===== config.mk =====
export PLATFORM = sky130hd
export DESIGN_NAME = pipe_hazard_unit
export DESIGN_NICKNAME = d
export VERILOG_FILES = /design/src/rtl/pipe_hazard_unit_pkg.sv /design/src/rtl/pipe_hazard_unit_src_cmp.sv /design/src/rtl/pipe_hazard_unit.sv
export SDC_FILE = /design/constraint.sdc
export NUM_CORES = 1
export LEC_CHECK = 0
export CORE_AREA = 5 5 66 68
export CTS_CLUSTER_DIAMETER = 40
export DETAILED_ROUTE_END_ITERATION = 8
export DIE_AREA = 0 0 71 73
export PLACE_DENSITY = 0.84
export SLEW_MARGIN = 20
export SYNTH_ARGS = -nofsm -noshare
export SYNTH_HDL_FRONTEND = slang
export SYNTH_SLANG_ARGS = --single-unit

===== constraint.sdc =====
create_clock -name clk -period 6.1 [get_ports clk]
set_input_delay 1.83 -clock clk [delete_from_list [all_inputs] [get_ports clk]]
set_output_delay 1.83 -clock clk [all_outputs]
set_load 0.01 [all_outputs]

===== src/rtl/pipe_hazard_unit_pkg.sv =====
// Shared definitions for the pipeline hazard unit: forwarding-select
// encodings, the per-stage tracking record and a writer-match helper.
package pipe_hazard_unit_pkg;

  // Operand source selection encodings driven on fwd_sel.
  localparam logic [1:0] FWD_RF  = 2'd0;
  localparam logic [1:0] FWD_EX  = 2'd1;
  localparam logic [1:0] FWD_MEM = 2'd2;
  localparam logic [1:0] FWD_WB  = 2'd3;

  // Tracking records hold addresses zero-extended to this width, so the
  // unit supports any ADDR_W up to MAX_ADDR_W.
  localparam int unsigned MAX_ADDR_W = 16;

  // One pipeline stage's view of the instruction it holds.
  typedef struct packed {
    logic                  valid;
    logic                  we;
    logic [MAX_ADDR_W-1:0] wa;
    logic                  is_load;
  } stage_t;

  // A stage writes 'addr' only if it holds a real, register-writing instruction.
  function automatic logic is_writer(input stage_t s, input logic [MAX_ADDR_W-1:0] addr);
    return s.valid && s.we && (s.wa == addr);
  endfunction

endpackage


===== src/rtl/pipe_hazard_unit_src_cmp.sv =====
// Per-source hazard comparator: picks the forwarding source for one
// operand and flags whether that operand forces an interlock.
module hazard_src_cmp
  import pipe_hazard_unit_pkg::*;
#(
  parameter int FWD_EN = 1
) (
  input  logic                  check,
  input  logic [MAX_ADDR_W-1:0] src,
  input  stage_t                ex,
  input  stage_t                mem,
  input  stage_t                wb,
  output logic [1:0]            fwd_sel,
  output logic                  hazard
);

  logic ex_hit;
  logic mem_hit;
  logic wb_hit;
  logic unused_load_bits;

  assign ex_hit  = check && is_writer(ex, src);
  assign mem_hit = check && is_writer(mem, src);
  assign wb_hit  = check && is_writer(wb, src);

  // Older stages' load flags never matter: their data is already available.
  assign unused_load_bits = mem.is_load ^ wb.is_load;

  // Youngest matching writer wins; without forwarding, EX/MEM writers interlock.
  always_comb begin
    fwd_sel = FWD_RF;
    hazard  = 1'b0;
    if (FWD_EN != 0) begin
      if (ex_hit) begin
        fwd_sel = FWD_EX;
        hazard  = ex.is_load;
      end else if (mem_hit) begin
        fwd_sel = FWD_MEM;
      end else if (wb_hit) begin
        fwd_sel = FWD_WB;
      end else begin
        fwd_sel = FWD_RF;
      end
    end else begin
      hazard = ex_hit || mem_hit;
    end
  end

endmodule


===== src/rtl/pipe_hazard_unit.sv =====
// Pipeline hazard unit: tracks EX/MEM/WB writers, resolves operand
// forwarding per source, and generates stall/flush plus a stall counter.
module pipe_hazard_unit
  import pipe_hazard_unit_pkg::*;
#(
  parameter int ADDR_W  = 4,
  parameter int NUM_SRC = 2,
  parameter int FWD_EN  = 1,
  parameter int CNT_W   = 16
) (
  input  logic                             clk,
  input  logic                             reset,
  input  logic                             rf_valid,
  input  logic                             rf_we,
  input  logic [ADDR_W-1:0]                rf_wa,
  input  logic                             rf_is_load,
  input  logic [NUM_SRC-1:0][ADDR_W-1:0]   rf_src_addr,
  input  logic [NUM_SRC-1:0]               rf_src_used,
  input  logic                             branch_taken,
  output logic [NUM_SRC-1:0][1:0]          fwd_sel,
  output logic                             stall,
  output logic                             flush,
  output logic                             ex_valid,
  output logic                             mem_valid,
  output logic                             wb_valid,
  output logic [CNT_W-1:0]                 stall_cnt
);

  localparam logic [CNT_W-1:0] CNT_MAX = {CNT_W{1'b1}};

  stage_t               ex_r;
  stage_t               mem_r;
  stage_t               wb_r;
  stage_t               rf_stage_s;
  logic [NUM_SRC-1:0]   hazard_s;
  logic [CNT_W-1:0]     stall_cnt_r;

  for (genvar i = 0; i < NUM_SRC; i++) begin : g_src
    hazard_src_cmp #(
      .FWD_EN (FWD_EN)
    ) u_cmp (
      .check   (rf_valid && rf_src_used[i]),
      .src     (MAX_ADDR_W'(rf_src_addr[i])),
      .ex      (ex_r),
      .mem     (mem_r),
      .wb      (wb_r),
      .fwd_sel (fwd_sel[i]),
      .hazard  (hazard_s[i])
    );
  end

  assign stall = |hazard_s;
  // A taken branch is only acted on once the RF instruction is allowed to move.
  assign flush = branch_taken && rf_valid && !stall;

  // Record entering EX; a stall turns it into a bubble (branch itself still enters).
  always_comb begin
    rf_stage_s         = '0;
    rf_stage_s.valid   = rf_valid && !stall;
    rf_stage_s.we      = rf_we;
    rf_stage_s.wa      = MAX_ADDR_W'(rf_wa);
    rf_stage_s.is_load = rf_is_load;
  end

  // Advance the tracking pipeline every cycle; reset discards all writers.
  always_ff @(posedge clk) begin
    if (reset) begin
      ex_r  <= '0;
      mem_r <= '0;
      wb_r  <= '0;
    end else begin
      ex_r  <= rf_stage_s;
      mem_r <= ex_r;
      wb_r  <= mem_r;
    end
  end

  // Count stalled cycles, saturating at the counter's maximum.
  always_ff @(posedge clk) begin
    if (reset) begin
      stall_cnt_r <= '0;
    end else if (stall && (stall_cnt_r != CNT_MAX)) begin
      stall_cnt_r <= stall_cnt_r + {{(CNT_W-1){1'b0}}, 1'b1};
    end else begin
      stall_cnt_r <= stall_cnt_r;
    end
  end

  assign ex_valid  = ex_r.valid;
  assign mem_valid = mem_r.valid;
  assign wb_valid  = wb_r.valid;
  assign stall_cnt = stall_cnt_r;

endmodule


# Yosys cells after proc, flatten, opt, wreduce, memory -nomap -nowiden
# Cells that the tools add are included.
# W data, S select, Z words.
op_classes:
  n_reduce_logical: 23
  addsub: 1
  n_mux: 8
  n_eq_ne: 7
ops:
  columns: ["cell", "count"]
  rows:
  - ["$eq A16 B4 Y1", 6]
  - ["$logic_and A1 B1 Y1", 21]
  - ["$add A16 B1 Y16 const B", 1]
  - ["$ne A16 B16 Y1 const B", 1]
  - ["$mux W2", 6]
  - ["$mux W1", 2]
  - ["$reduce_or A2 Y1", 1]
  - ["$logic_not A1 Y1", 1]
word_totals:
  in_bits: 20
  output_inout_bits: 25
  register_bits: 71
  elab_cells: 51

# Depth between registers and ports, before layout
# Gate-level depths: netlist of the first run.
logic_depth:
  word_depth: 7
  depth_mapped: 6
  depth_no_buf: 6

# Modules after synthesis
# From an unflattened synthesis of the first run, not the netlist that was laid out.
unflattened:
  hier_cells: 284
  area_unflattened_um2: 2575.0
modules_own_cells:
  columns: ["module", "cells_per_inst", "area_each_um2", "instances", "seq_area_each_um2"]
  rows:
  - ["pipe_hazard_unit", 144, 1451.4, 1, 740.7]
  - ["hazard_src_cmp", 70, 561.8, 2, 0.0]

# Worst setup path after synthesis of the first run
# No wires, ideal clock.
synth_path:
  path_type: "in2out"
  startpoint: "input rf_src_addr[7] in the netlist's numbering"
  endpoint: "output stall"
  setup_slack_ns: 1.445
  arrival_time_ns: 2.825
  required_ns: 4.270
  path_stages: 5
  n_path_buf: 1
  cell_sequence: "xor2_1 > nor3_4 > a22oi_2 > buf_2 > nor2b_1"
synth_between:
  elab_chain_len: 5
synth_rtl:
  columns: ["element", "line", "source"]
  rows:
  - ["from (decl)", "pipe_hazard_unit.sv:17", "input logic [NUM_SRC-1:0][ADDR_W-1:0] rf_src_addr,"]
  - ["$eq A16 B4 Y1", "pipe_hazard_unit_pkg.sv:25", "return s.valid && s.we && (s.wa == addr);"]
  - ["$logic_and A1 B1 Y1", "pipe_hazard_unit_pkg.sv:25", null]
  - ["$logic_and A1 B1 Y1", "pipe_hazard_unit_src_cmp.sv:22", "assign ex_hit = check && is_writer(ex, src);"]
  - ["$mux W1", "pipe_hazard_unit_src_cmp.sv:34", "if (ex_hit) begin"]
  - ["$reduce_or A2 Y1", "pipe_hazard_unit.sv:52", "assign stall = |hazard_s;"]
  - ["to (decl)", "pipe_hazard_unit.sv:21", "output logic stall,"]
# No other way between the ends.

# Worst setup path after layout of the first run
layout_path:
  startpoint: "input rf_src_addr[0] in the netlist's numbering"
  endpoint: "output flush"
layout_between:
  elab_chain_len: 7
layout_rtl:
  columns: ["element", "line", "source"]
  rows:
  - ["$eq A16 B4 Y1", "pipe_hazard_unit_pkg.sv:25", null]
  - ["$logic_and A1 B1 Y1", "pipe_hazard_unit_pkg.sv:25", null]
  - ["$logic_and A1 B1 Y1", "pipe_hazard_unit_src_cmp.sv:22", null]
  - ["$mux W1", "pipe_hazard_unit_src_cmp.sv:34", null]
  - ["$reduce_or A2 Y1", "pipe_hazard_unit.sv:52", null]
  - ["$logic_not A1 Y1", "pipe_hazard_unit.sv:54", "assign flush = branch_taken && rf_valid && !stall;"]
  - ["$logic_and A1 B1 Y1", "pipe_hazard_unit.sv:54", null]
  - ["to (decl)", "pipe_hazard_unit.sv:22", "output logic flush,"]
# No other way between the ends.

==> results.toml, run 1 <==
[worst_setup_path]
start_kind = "input pin"
reg2reg_depth = 4
cp_slowest_cell = "clkdlybuf4s50_1"
r2r_slack_ns = 4.04
path_class = "input pin to primary output"
crit_required_ns = 4.27
rr_startpoint = "stall_cnt[4]$_SDFFE_PP0P_"
crit_top_cell = "clkdlybuf4s50_1"
cpPeakStageDelay_ns = 0.54
reg2reg_to = "stall_cnt[6]$_SDFFE_PP0P_"
critPathMaxFanout = 10
cp_cell_sequence = "clkdlybuf4s50_1, xor2_1, nor3_4, a32oi_4, and3_1, clkdlybuf4s50_1"
end_kind = "primary output"
cp.arrival_ns = 3.86

[place]
place_congestion = 0.8634
placed_area_mm2 = 0.002341
portBuffers = 44
place_hpwl_um = 3102

[layout]
drive_gt1_frac = 0.08571
final_common_cell = "clkdlybuf4s50_1"
nets = 265
antenna_cells = 0
nFillCells = 324
area_delta_synth_final_pct = 32.86
postLayoutCellArea_mm2 = 0.002459
multi_input_area_mm2 = 0.001111
layout_common_cells = "clkdlybuf4s50_1, dfxtp_1, nor2b_1, nand4_1, a21oi_1"
register_area_um2 = 700.7
fin_util = 0.6472

[power_and_ir_drop]
p_clk_frac = 0.427
combPwrFrac = 0.095
seq_power_share = 0.478
swShare = 0.2180
leakage_uw = 0.0008286
ir_drop_mv = 0.1605
power.density_mw_per_mm2 = 203.4
p_switching_uw = 109.0
intPower_uw = 391.0

[routing]
drt_pass1_iterations = 4
vias = 1671
drt_iter0_drc = 95
routed_wl_um = 4302
ant_nets = 0
post_drt_wl_per_cell_um = 14.58
drc = 0
vias_per_cell = 5.664

[cts]
clock-sinks = 35
cts.reportedPaths.clkPinSlew_ns = 0.06
cts_repair_resize_count = 0
htreeDepth = 2
cts_tree = "done"
cts_buffers = 5
worstSkewPairLatency_ns = 0.29
clockBufferDepth = 2
cts_hold_buf = 0
cts_setup_buffers = 0
root_buffer = "clkbuf_8"

[die]
coreArea_mm2 = 0.003799
die_area_mm2 = 0.005183
die_h_um = 73
io_pins = 45
die_w_um = 71
start_util = 0.4872
rows = 23

[outcome]
status = "finished, final reports clean"

[worst_hold_path]
holdCritStartpoint = "mem_r[17]$_SDFF_PP0_"
hold_depth = 1
hold_path_end = "wb_r[17]$_SDFF_PP0_"
hold_class = "flip-flop to flip-flop"

[synthesis]
syn_inst = 197
ys.flop_type = "dfxtp_1"
async_reset_ff_frac = 0
syn_area_mm2 = 0.001851
seq_area_frac_synth = 0.3786
syn_nets = 218
synth_cell_types = 41
avgSynthCellArea_um2 = 9.394
ys_seq_elements = 35
synth_edf_count = 0
ys.warnings.count = 0

[timing]
min_period_over_period = 0.9322
worstMarginPinSlew_ns = 0.8023
min_period_ns = 5.687
setup_tns_ns = 0
setup_viol = 0
clock.fmax_ghz = 0.1759
relSlewSlack = 0.4633
slew_viol_final = 0
hold_violations = 0
final.setup_skew_ns = 0.005045
grt_setup_unrepaired = "no"

[global_route]
groute.usage.overall = 0.1701
overflow = 0
grt_pass1_wl_um = 7058
antenna_found_initial = 0
grt_max_degree = 40
grt_pass1_vias = 1621

[flow_run]
drv_cap = 0
==> power by group through the flow <==
| stage | logic [uW] | clock network [uW] | registers, uW |
|---|---|---|---|
| floorplan | 25.6 | 0 | 243 |
| global placement | 46.7 | 0 | 244 |
| detailed placement | 47.5 | 0 | 244 |
| CTS | 47.9 | 216 | 239 |
| global route | 51.8 | 227 | 240 |
| finish | 47.4 | 213 | 239 |
==> synthesized netlist by cell type, drive strengths merged (3+ instances only) <==
master / count / share of area
xnor2: 12 / 0.057
clkbuf: 4 / 0.0081
dfxtp: 35 / 0.38
nand3: 6 / 0.016
xor2: 12 / 0.057
nor3: 3 / 0.020
o21ai: 3 / 0.0081
mux2: 3 / 0.018
nor2b: 23 / 0.078
nor4: 3 / 0.018
nand2: 8 / 0.016
a21oi: 13 / 0.035
nand4: 17 / 0.061
nor2: 11 / 0.024
inv: 3 / 0.0061
or4: 10 / 0.041
o31ai: 10 / 0.041
==> per-layer routing <==
metal / global-route usage / wire (um) / vias up
li1: - / - / 819
met1: 0.2005 / 1857 / 803
met2: 0.2894 / 2158 / 42
met3: 0.05372 / 231 / 7
met4: 0.06472 / 55 / 0
met5: 0 / 0 / -
==> state kept, by name, summed over array words and instances, names as in the netlist <==
name,cells
wb_r,5
ex_r,6
mem_r,5
ex_valid,1
stall_cnt,16
wb_valid,1
mem_valid,1
==> worst max path at each step <==
stage | endpoint | startpoint | slack, ns
after CTS | flush | rf_src_addr[3] | 0.39
after global placement | flush | rf_src_addr[0] | 0.40
after floorplan | stall | rf_src_addr[7] | 1.44
after detailed placement | flush | rf_src_addr[0] | 0.38
final | flush | rf_src_addr[0] | 0.41
after global routing | flush | rf_src_addr[0] | 0.27
==> cell families (layout without fill, tap and decap cells) <==
kind of cell | Yosys count | after routing | synth area share
mux | 3 | 3 | 0.01825
buf+inv | 9 | 57 | 0.02096
simple gates | 92 | 92 | 0.3232
xor+xnor | 24 | 24 | 0.1136
compound gates | 33 | 33 | 0.1386
fa+ha+maj | 1 | 1 | 0.006760
flops | 35 | 35 | 0.3786
==> cell type report <==
class,count,area share
tap,50,0.02545
clock inverter,2,0.01425
clock buffer,6,0.03359
inverter,3,0.004580
multi-input combinational,153,0.4519
timing repair buffer,46,0.1852
sequential,35,0.2850
==> per-stage QoR <==
step / hold slack (ns) / power, uW / instances / worst slack [ns]
3_5_place_dp: 0.4792 / 291.9 / 287 / 0.3810
3_3_place_gp: 0.4714 / 290.8 / 287 / 0.4042
4_1_cts: 0.4888 / 502.9 / 295 / 0.3906
5_1_grt: 0.5055 / 518.8 / 295 / 0.2736
2_1_floorplan: 0.4611 / 268.9 / 197 / 1.445
6_report: 0.4903 / 500.1 / 295 / 0.4134
==> worst max-delay path: cells and delay by family <==
kind                      cells  cell delay (ns)
and+or+nand+nor               2             0.30
AOI/OAI and AO/OA             1             0.39
xor gates and xnor gates      1             0.26
buffers and inverters         2             1.07
No activity file was read; power rests on OpenSTA's default activity.
==> run 2: changes to the inputs <==
Settings changed: SETUP_SLACK_MARGIN from default to 0.3, SLEW_MARGIN 20 to 10.
==> results.toml, run 2 (synthesis results as in run 1) <==
[routing]
ant_nets = 0
drt_iter0_drc = 139
drt_pass1_iterations = 4
routed_wl_um = 4323
post_drt_wl_per_cell_um = 14.51
drc = 0
vias_per_cell = 5.681
vias = 1693

[global_route]
grt_pass1_vias = 1621
groute.usage.overall = 0.1701
overflow = 0
grt_max_degree = 40
antenna_found_initial = 0
grt_pass1_wl_um = 7058

[layout]
layout_common_cells = "clkdlybuf4s50_1, dfxtp_1, nor2b_1, nand4_1, a21oi_1"
largest_register_ffs = 16
final_common_cell = "clkdlybuf4s50_1"
multi_input_area_mm2 = 0.001111
area_delta_synth_final_pct = 34.08
antenna_cells = 0
register_area_um2 = 700.7
nets = 268
drive_gt1_frac = 0.09677
nFillCells = 321

[die]
start_util = 0.4872
rows = 23
die_h_um = 73
coreArea_mm2 = 0.003799
io_pins = 45
die_w_um = 71
die_area_mm2 = 0.005183

[worst_setup_path]
end_kind = "primary output"
crit_top_cell = "clkdlybuf4s50_1"
rr_startpoint = "stall_cnt[4]$_SDFFE_PP0P_"
cp_cell_sequence = "clkdlybuf4s50_1, xor2_1, nor3_4, a32oi_4, and3_1, clkdlybuf4s50_1"
crit_family = "buffers and inverters"
start_kind = "input pin"
r2r_slack_ns = 4.04
path_buf_inv = 2
path_class = "input pin to primary output"
cp.arrival_ns = 3.79
cpPeakStageDelay_ns = 0.55
reg2reg_to = "stall_cnt[6]$_SDFFE_PP0P_"
reg2reg_depth = 4
cp_slowest_cell = "clkdlybuf4s50_1"
crit_required_ns = 4.27
critPathMaxFanout = 6

[cts]
worstSkewPairLatency_ns = 0.29
cts_tree = "done"
root_buffer = "clkbuf_8"
cts.reportedPaths.clkPinSlew_ns = 0.07
clock-sinks = 35
cts_buffers = 5
cts_hold_buf = 0
htreeDepth = 2
clockBufferDepth = 2

[worst_hold_path]
holdCritStartpoint = "mem_r[17]$_SDFF_PP0_"
hold_depth = 1
hold_path_end = "wb_r[17]$_SDFF_PP0_"
hold_class = "flip-flop to flip-flop"

[timing]
setup_viol = 0
relSlewSlack = 0.4596
layout_setup_ws_ns = 0.4825
setup_tns_ns = 0
min_period_over_period = 0.9209
grt_setup_unrepaired = "no"
clock.fmax_ghz = 0.1780
final.setup_skew_ns = 0.004337
slew_viol_final = 0
min_period_ns = 5.617
worstMarginPinSlew_ns = 0.8078
hold_violations = 0

[place]
dp_worst_setup_slack_ns = 0.3810
place_congestion = 0.8634
portBuffers = 44
place_hpwl_um = 3102

[flow_run]
drv_cap = 0

[power_and_ir_drop]
ir_drop_mv = 0.1603
leakage_uw = 0.0008411
power.density_mw_per_mm2 = 201.5

[outcome]
status = "finished, final reports clean"
==> run 2: worst max path at each step <==
stage / cells past startpoint / start / endpoint
after floorplan: 5 / rf_src_addr[7] / stall
after global placement: 6 / rf_src_addr[0] / flush
after CTS: 6 / rf_src_addr[3] / flush
after global routing: 6 / rf_src_addr[0] / flush
final: 6 / rf_src_addr[3] / flush
after detailed placement: 6 / rf_src_addr[0] / flush
==> run 2: repair_timing <==
action,in CTS,in global routing
setup buffers,0,3
endpoints found under the setup margin,0,1
resized for setup,0,0
==> run 2: metrics by stage <==
step | power [uW] | hold slack [ns] | utilization | cell area [um^2] | instances
6_report | 500.0 | 0.4901 | 0.6532 | 2481 | 298
5_1_grt | 518.8 | 0.5055 | 0.6532 | 2481 | 298
4_1_cts | 502.9 | 0.4888 | 0.6472 | 2459 | 295
3_5_place_dp | 291.9 | 0.4792 | 0.6163 | 2341 | 287
3_3_place_gp | 290.8 | 0.4714 | 0.6163 | 2341 | 287
2_1_floorplan | 268.9 | 0.4611 | - | 1851 | 197
==> run 2: per-layer routing <==
| layer | share of wire | up-vias | track usage | wire length [um] |
|---|---|---|---|---|
| met4 | 0.013 | 0 | 0.06472 | 55 |
| met5 | 0 | - | 0 | 0 |
| met3 | 0.055 | 9 | 0.05372 | 238 |
| li1 | - | 824 | - | - |
| met2 | 0.50 | 43 | 0.2894 | 2144 |
| met1 | 0.44 | 817 | 0.2005 | 1884 |
==> run 2: report_power, final <==
part           leakage [uW]  switching [uW]  total, uW  internal, uW
Combinational      0.000495            22.3       47.6          25.3
Sequential         0.000285            5.60        239           234
Clock             0.0000612            81.0        213           132
==> run 2: area by class of cell <==
class / instances / share of cell area
flip-flops and latches: 35 / 0.2824
repair buffers: 49 / 0.1926
clock buffers: 6 / 0.03328
inverters: 3 / 0.004539
well taps: 50 / 0.02521
multi-input cells: 153 / 0.4478
clock inverters: 2 / 0.01412
